==> config.mk <==
export PLATFORM = sky130hd
export DESIGN_NAME = apb_req_arbiter_flat
export DESIGN_NICKNAME = d
export VERILOG_FILES = /design/src/rtl/apb_req_arbiter_if.sv /design/src/rtl/apb_req_arbiter.sv /design/src/flat_wrapper.sv
export SDC_FILE = /design/constraint.sdc
export NUM_CORES = 1
export LEC_CHECK = 0
export CAP_MARGIN = 0
export CORE_MARGIN = 2
export CORE_UTILIZATION = 45
export DETAILED_ROUTE_END_ITERATION = 12
export PLACE_DENSITY = 0.9
export SLEW_MARGIN = 20
export SYNTH_ARGS = -nofsm -noshare
export SYNTH_HDL_FRONTEND = slang
export SYNTH_SLANG_ARGS = --single-unit
export TNS_END_PERCENT = 50
==> constraint.sdc <==
create_clock -name clk -period 2.45 [get_ports clk]
set_input_delay 0.49 -clock clk [delete_from_list [all_inputs] [get_ports clk]]
set_output_delay 0.49 -clock clk [all_outputs]
set_load 0.02 [all_outputs]
==> src/rtl/apb_req_arbiter_if.sv <==
// apb_req_arbiter_if: requester-side command/response bundle plus the shared APB master command port
interface apb_req_arbiter_if #(
   parameter int NREQ = 4,
   parameter int AW   = 8,
   parameter int DW   = 8
);
   logic [NREQ-1:0]    req, req_write, ack, gnt;
   logic [NREQ*AW-1:0] req_addr;
   logic [NREQ*DW-1:0] req_wdata;
   logic [DW-1:0]      rsp_rdata, m_write_data, m_read_data;
   logic [AW-1:0]      m_write_addr, m_read_addr;
   logic               rsp_err, m_new_d, m_read, m_busy;
   modport slave (
      input  req, req_write, req_addr, req_wdata, m_read_data, m_busy,
      output ack, gnt, rsp_rdata, rsp_err, m_new_d, m_read, m_write_addr, m_read_addr, m_write_data
   );
   modport master (
      output req, req_write, req_addr, req_wdata, m_read_data, m_busy,
      input  ack, gnt, rsp_rdata, rsp_err, m_new_d, m_read, m_write_addr, m_read_addr, m_write_data
   );
endinterface

==> src/rtl/apb_req_arbiter.sv <==
// apb_req_arbiter: round-robin sharing of one APB master command port among NREQ requesters
module apb_req_arbiter #(
   parameter int NREQ    = 4,
   parameter int AW      = 8,
   parameter int DW      = 8,
   parameter int TIMEOUT = 255
) (
   input logic clk,
   input logic rst,
   apb_req_arbiter_if.slave bus
);
   localparam int PW = $clog2(NREQ);
   typedef enum logic [2:0] {IDLE, ISSUE, WAIT_BUSY, WAIT_DONE, RESP, DRAIN} state_t;
   state_t state, state_n;
   logic [PW-1:0] ptr, ptr_n, win;
   logic [15:0] cnt, cnt_n;
   logic [NREQ-1:0] ack, ack_n, gnt, gnt_n, rot;
   logic [DW-1:0] rdata, rdata_n, wdata, wdata_n;
   logic [AW-1:0] addr, addr_n;
   logic err, err_n, new_d, new_d_n, read, read_n;
   // rot[i] is the request of requester ptr+1+i, so the lowest set bit is the winner
   assign rot = NREQ'({bus.req, bus.req} >> (int'(ptr) + 1));
   always_comb begin
      win = ptr;
      for (int i = NREQ - 1; i >= 0; i--)
         if (rot[i]) win = PW'((int'(ptr) + 1 + i) % NREQ);
   end
   always_comb begin
      state_n = state;
      ptr_n = ptr;
      cnt_n = cnt;
      ack_n = '0;
      gnt_n = gnt;
      rdata_n = rdata;
      err_n = err;
      new_d_n = 1'b0;
      read_n = read;
      addr_n = addr;
      wdata_n = wdata;
      case (state)
         IDLE:
            if (|bus.req && !bus.m_busy) begin
               state_n = ISSUE;
               gnt_n = '0;
               gnt_n[win] = 1'b1;
               ptr_n = win;
               cnt_n = '0;
               new_d_n = 1'b1;
               read_n = ~bus.req_write[win];
               addr_n = bus.req_addr[int'(win)*AW +: AW];
               wdata_n = bus.req_wdata[int'(win)*DW +: DW];
            end
         ISSUE: state_n = WAIT_BUSY;
         WAIT_BUSY:
            if (cnt == 16'(TIMEOUT)) begin
               state_n = DRAIN;
               ack_n = gnt;
               err_n = 1'b1;
            end else if (bus.m_busy) state_n = WAIT_DONE;
            else cnt_n = cnt + 16'd1;
         WAIT_DONE:
            if (cnt == 16'(TIMEOUT)) begin
               state_n = DRAIN;
               ack_n = gnt;
               err_n = 1'b1;
            end else if (!bus.m_busy) begin
               state_n = RESP;
               ack_n = gnt;
               err_n = 1'b0;
               rdata_n = read ? bus.m_read_data : rdata;
            end else cnt_n = cnt + 16'd1;
         RESP: begin
            state_n = IDLE;
            gnt_n = '0;
         end
         DRAIN: begin
            gnt_n = '0;
            if (!bus.m_busy) state_n = IDLE;
         end
         default: state_n = IDLE;
      endcase
   end
   always_ff @(posedge clk or negedge rst)
      if (!rst) begin
         state <= IDLE;
         ptr <= PW'(NREQ - 1);
         cnt <= '0;
         ack <= '0;
         gnt <= '0;
         rdata <= '0;
         err <= 1'b0;
         new_d <= 1'b0;
         read <= 1'b0;
         addr <= '0;
         wdata <= '0;
      end else begin
         state <= state_n;
         ptr <= ptr_n;
         cnt <= cnt_n;
         ack <= ack_n;
         gnt <= gnt_n;
         rdata <= rdata_n;
         err <= err_n;
         new_d <= new_d_n;
         read <= read_n;
         addr <= addr_n;
         wdata <= wdata_n;
      end
   assign bus.ack = ack;
   assign bus.gnt = gnt;
   assign bus.rsp_rdata = rdata;
   assign bus.rsp_err = err;
   assign bus.m_new_d = new_d;
   assign bus.m_read = read;
   assign bus.m_write_addr = addr;
   assign bus.m_read_addr = addr;
   assign bus.m_write_data = wdata;
endmodule

==> src/flat_wrapper.sv <==
// flat-port wrapper written by rule: the top's interface ports become plain ports
module apb_req_arbiter_flat 
#(
   parameter int NREQ    = 4,
   parameter int AW      = 8,
   parameter int DW      = 8,
   parameter int TIMEOUT = 255
)
  (clk, rst, bus_req, bus_req_write, bus_req_addr, bus_req_wdata, bus_m_read_data, bus_m_busy, bus_ack, bus_gnt, bus_rsp_rdata, bus_rsp_err, bus_m_new_d, bus_m_read, bus_m_write_addr, bus_m_read_addr, bus_m_write_data);
  apb_req_arbiter_if #(.NREQ(NREQ), .AW(AW), .DW(DW)) bus_i ();
  input logic clk;
  input logic rst;
  input wire logic [$bits(bus_i.req)-1:0] bus_req;
  input wire logic [$bits(bus_i.req_write)-1:0] bus_req_write;
  input wire logic [$bits(bus_i.req_addr)-1:0] bus_req_addr;
  input wire logic [$bits(bus_i.req_wdata)-1:0] bus_req_wdata;
  input wire logic [$bits(bus_i.m_read_data)-1:0] bus_m_read_data;
  input wire logic [$bits(bus_i.m_busy)-1:0] bus_m_busy;
  output wire logic [$bits(bus_i.ack)-1:0] bus_ack;
  output wire logic [$bits(bus_i.gnt)-1:0] bus_gnt;
  output wire logic [$bits(bus_i.rsp_rdata)-1:0] bus_rsp_rdata;
  output wire logic [$bits(bus_i.rsp_err)-1:0] bus_rsp_err;
  output wire logic [$bits(bus_i.m_new_d)-1:0] bus_m_new_d;
  output wire logic [$bits(bus_i.m_read)-1:0] bus_m_read;
  output wire logic [$bits(bus_i.m_write_addr)-1:0] bus_m_write_addr;
  output wire logic [$bits(bus_i.m_read_addr)-1:0] bus_m_read_addr;
  output wire logic [$bits(bus_i.m_write_data)-1:0] bus_m_write_data;
  assign bus_i.req = bus_req;
  assign bus_i.req_write = bus_req_write;
  assign bus_i.req_addr = bus_req_addr;
  assign bus_i.req_wdata = bus_req_wdata;
  assign bus_i.m_read_data = bus_m_read_data;
  assign bus_i.m_busy = bus_m_busy;
  assign bus_ack = bus_i.ack;
  assign bus_gnt = bus_i.gnt;
  assign bus_rsp_rdata = bus_i.rsp_rdata;
  assign bus_rsp_err = bus_i.rsp_err;
  assign bus_m_new_d = bus_i.m_new_d;
  assign bus_m_read = bus_i.m_read;
  assign bus_m_write_addr = bus_i.m_write_addr;
  assign bus_m_read_addr = bus_i.m_read_addr;
  assign bus_m_write_data = bus_i.m_write_data;
  apb_req_arbiter #(.NREQ(NREQ), .AW(AW), .DW(DW), .TIMEOUT(TIMEOUT)) u_core (.clk(clk), .rst(rst), .bus(bus_i));
endmodule
## After elaboration in Yosys (flattened, before gate mapping)

Index checks and enable logic that the tools add are counted.

- Bits of input ports: 83
- Memory bits (writable): 0
- Memories: 0
- Memory bits (read-only): 0
- Logic and storage cells: 87
- Register bits: 56
- Bits in latches: 0

- Bitwise gates (word level): 3
- Multiplexer cells: 33
- Divide/modulo/power cells: 0
- Reduce and logical (&&, ||, !) cells: 15
- Equal/unequal tests: 15
- Magnitude comparators: 2
- Shift operators: 3
- Add/sub/neg operators: 5
- $mul: 0

Operators with widths:

| kind | number |
|---|---|
| 16-bit two-way mux | 5 |
| 32-bit by 6-bit indexed part select with 8-bit output | 2 |
| 16-bit one-hot mux with 3 select lines | 1 |
| 3-bit two-way mux | 6 |
| 16-bit by 1-bit adder with 16-bit output, second input constant | 1 |
| 16-bit by 8-bit equality test with 1-bit output, second input constant | 1 |
| 4-bit two-way mux | 4 |
| 4-bit one-hot mux with 2 select lines | 2 |
| 3-bit one-hot mux with 5 select lines | 1 |
| 2-bit != test, second input constant | 5 |
| 2-bit two-way mux | 4 |
| 4-bit AND reduction | 2 |
| 8-bit by 3-bit right shift with 4-bit output | 1 |
| 1-bit two-way mux | 7 |
| 3-bit by 2-bit equality test with 1-bit output, second input constant | 2 |
| 3-bit equality test, second input constant | 2 |
| 3-bit by 2-bit != test with 1-bit output, second input constant | 2 |
| 6-bit AND reduction | 1 |
| 2-bit adder, second input constant | 2 |
| 2-bit by 1-bit != test with 1-bit output, second input constant | 2 |
| 2-bit AND reduction | 2 |
| 2-bit nonzero test | 2 |
| 4-bit OR reduction | 1 |
| 2-bit by 1-bit adder with 3-bit output, second input constant | 1 |
| 14 further kinds | 17 |

## Longest topological paths before layout

- Depth in word-level cells: 12
- Gate-level depth with buffers: 8

## Worst setup path before layout

Ideal clock, no wire load.

- Path type: input-to-reg
- Start: input port bus_req[2]
- End: register u_core.cnt[0]
- Cell stages on the path: 6
- Data required time: 2.332 ns
- Arrival: 1.816 ns
- Path slack: 0.516 ns
- Path through: or4_4 > a211o_2 > o31ai_4 > buf_8 > nor3_1 > a21o_1

- Word-level cells in the longest chain between the ends: 4

Ends and longest elaborated chain:

| what | RTL line | RTL |
|---|---|---|
| start: declaration | flat_wrapper.sv:13 | `input wire logic [$bits(bus_i.req)-1:0] bus_req;` |
| 4-bit OR reduction | apb_req_arbiter.sv:42 | `if (\|bus.req && !bus.m_busy) begin` |
| 1-bit logical AND | apb_req_arbiter.sv:42 |  |
| 2-bit by 1-bit != test with 1-bit output (no line) | -- |  |
| 6-bit AND reduction (no line) | -- |  |
| end signal: assignment | apb_req_arbiter.sv:99 | `cnt <= cnt_n;` |
| end: declaration | apb_req_arbiter.sv:16 | `logic [15:0] cnt, cnt_n;` |

No other way between the ends.
A chain may end at the register's enable or synchronous reset.

## Final worst setup path

- Start: input port bus_req[3]
- End: register u_core.cnt[7]

Same word-level chain as after synthesis.

==> run metrics <==
core box area=0.007253 sq mm; GRT Overall Usage=23.16%; critical path endpoint category=register; CTS Root Cell=clkbuf_8; Pwr Density=1035 mW/mm^2; placed inst area=0.004812 sq mm; Synth area leaders=dfrtp_1 40%, a211oi_1 9.5%, o41ai_2 3.8%, mux2_4 3.5%, nand2_1 3.5%; syn_area_per_cell=10.17 sq um; 1st-iter DRT viols=174; Reg clk slew, reported paths=0.11 ns; Die W=between 90 and 100 um; most frequent cell after synthesis=dfrtp_1; initial core utilization=46.68%; number of distinct library cells after synthesis=63; IO buf count=between 100 and 150; RSZ-0062 raised after global routing=false; Mapped Cells=333; # rows=31; Placed Instances=about 550; hold_ws=0.1291 ns; 1st-pass router iterations=4; Synth Warn #=0; Async SR Flop Fraction=100.0%; FMAX=around 440 MHz; Pins Over Slew Limit=0; Slew @ Worst Pin=0.7796 ns; Via Count=roughly 3200; CTS Buf Count=5; status=finished clean; hold crit path type=primary input to asynchronous set/reset pin; Die Ht=90.74 um; Critical Path Start Type=primary input; layout cells sized above 1=15.87%; share of the synthesized area in the top cell type=39.91%; Post-Layout Cell Count=between 500 and 600; antenna violations before repair=0; minimum clock period=2.260 ns; WL per Instance=~17 um; Util after Layout=roughly 68%; DRC viols=0; worst setup margin=~0.19 ns; layout net count=543; # hold bufs at CTS=0; P&R area growth vs syn=44.90%; Clk Latency, worst-skew pair=0.32 ns; total power=5.076 mW; Fin Setup TNS=0 ns; final worst path period share=just over 90%; clock net sink count=56; CTS tree=built; CP Max Fanout=15; Cell Area, Synth=0.003386 sq mm; Clock Path Buffers=2; largest net degree at the start of global routing=39; EDFF count, synth=0; IO Count=around 130; global-route wire length before repair=15.77 mm; Rel. slew slack=47.90%; final hold violation count=0; vias in the first global route=between 3000 and 4000; number of fill cells in the layout=about 560; syn nets=417; post-place setup slack=-0.1241 ns; setup violators final=0; remaining global-route overflow=0; Pleak=about 2 nW; crit path kind=primary input to register; Post-CTS Setup Inserts=0; Total Routed Length=9.464 mm; depth of the CTS H-tree=2; die area=0.008234 sq mm; Worst Skew=0.009334 ns; WP data required=2.69 ns; Ant. Diodes=0; Detailed Place HPWL=7.228 mm; Post-DRT Antenna Nets=0; Top FF cell, synth=dfrtp_1; gpl congestion=~0.82; Max VDD drop=~0.54 mV; list of most frequent post-synthesis cells=54 x dfrtp_1, 43 x a211oi_1, 32 x nand2_1, 15 x o21a_1, 13 x buf_2; final instance area=0.004906 sq mm; Synth area leader=dfrtp_1; Seq/Total Area, Yosys=between 40% and 50%; Synth Register Bits=56; vias per inst=5.776; Worst Path Arrival=2.50 ns; Resized Gates After CTS=0; Max-cap violations=0
-- layout make-up --
type	count	area, sq um	area share [%]
Tap cell	99	123.9	2.525
Sequential cell	56	1404	28.62
Multi-Input combinational cell	242	1793	36.55
Timing Repair Buffer	148	1469	29.94
Clock inverter	3	25.02	0.5101
Clock buffer	5	68.82	1.403
Inverter	6	22.52	0.4591
-- where the power goes --
group / switching, mW / total [mW] / internal [mW]
sequential: 0.277 / 1.52 / 1.24
clock: 0.323 / 0.533 / 0.209
combinational: 1.58 / 3.03 / 1.45
-- logic make-up after synthesis --
family	count (synthesis)	synth area share, %
DFF	56	41.46
muxes	10	4.213
AOI/OAI and AO/OA	115	28.42
and+or+nand+nor	109	17.81
xor gates and xnor gates	7	1.811
buffers and inverters	35	5.912
adders and majority gates	1	0.3695
-- layout by cell type (no fill, tap or decap), types with 7 or more instances in the layout --
master,count
a211oi_1,43
buf_4,19
clkdlybuf4s50_1,124
dfrtp_1,54
mux2_4,8
nand2_1,32
nand2b_1,7
nand3_1,10
nor2_1,11
nor3_1,10
o21a_1,15
o21ai_0,7
o41ai_1,7
o41ai_2,8
or3_1,8
-- sequential cells by signal (all words and copies together) (netlist names) --
signal,count
u_core.bus.gnt,4
u_core.bus.m_new_d,1
u_core.cnt,16
u_core.bus.rsp_err,1
u_core.bus.m_read,1
u_core.bus.m_read_addr,8
u_core.bus.ack,4
u_core.bus.m_write_data,8
u_core.ptr,2
u_core.state,3
u_core.bus.rsp_rdata,8
-- metal layers --
metal	share of wire [%]	track usage, %
met1	40	28.24
met2	51	41.11
met3	7.2	5.593
met4	1.3	5.641
met5	0	0
-- worst max-delay path, stage by stage --
cell,delay (ns)
clkdlybuf4s50_1,0.44
buf_4,0.15
or4_4,0.55
nand2_1,0.09
or3_1,0.24
inv_1,0.16
buf_4,0.23
a21oi_1,0.13
-- worst paths after layout --
kind | start | endpoint | slack (ns) | depth (start not counted)
setup / recovery | bus_req[3] | u_core.cnt[7] | 0.19 | 8
hold / removal | rst | u_core.bus.m_read_addr[0] | 0.13 | 1
setup reg to reg | u_core.ptr[0] | u_core.bus.m_read_addr[7] | 0.35 | 7
hold reg to reg | u_core.bus.m_write_data[2] | u_core.bus.m_write_data[2] | 0.51 | 2
max in group asynchronous | rst | u_core.bus.ack[3] | 1.76 | 2
min in group clk | u_core.bus.m_write_data[2] | u_core.bus.m_write_data[2] | 0.51 | 2
Note: power is estimated with default switching activity, not from simulation.
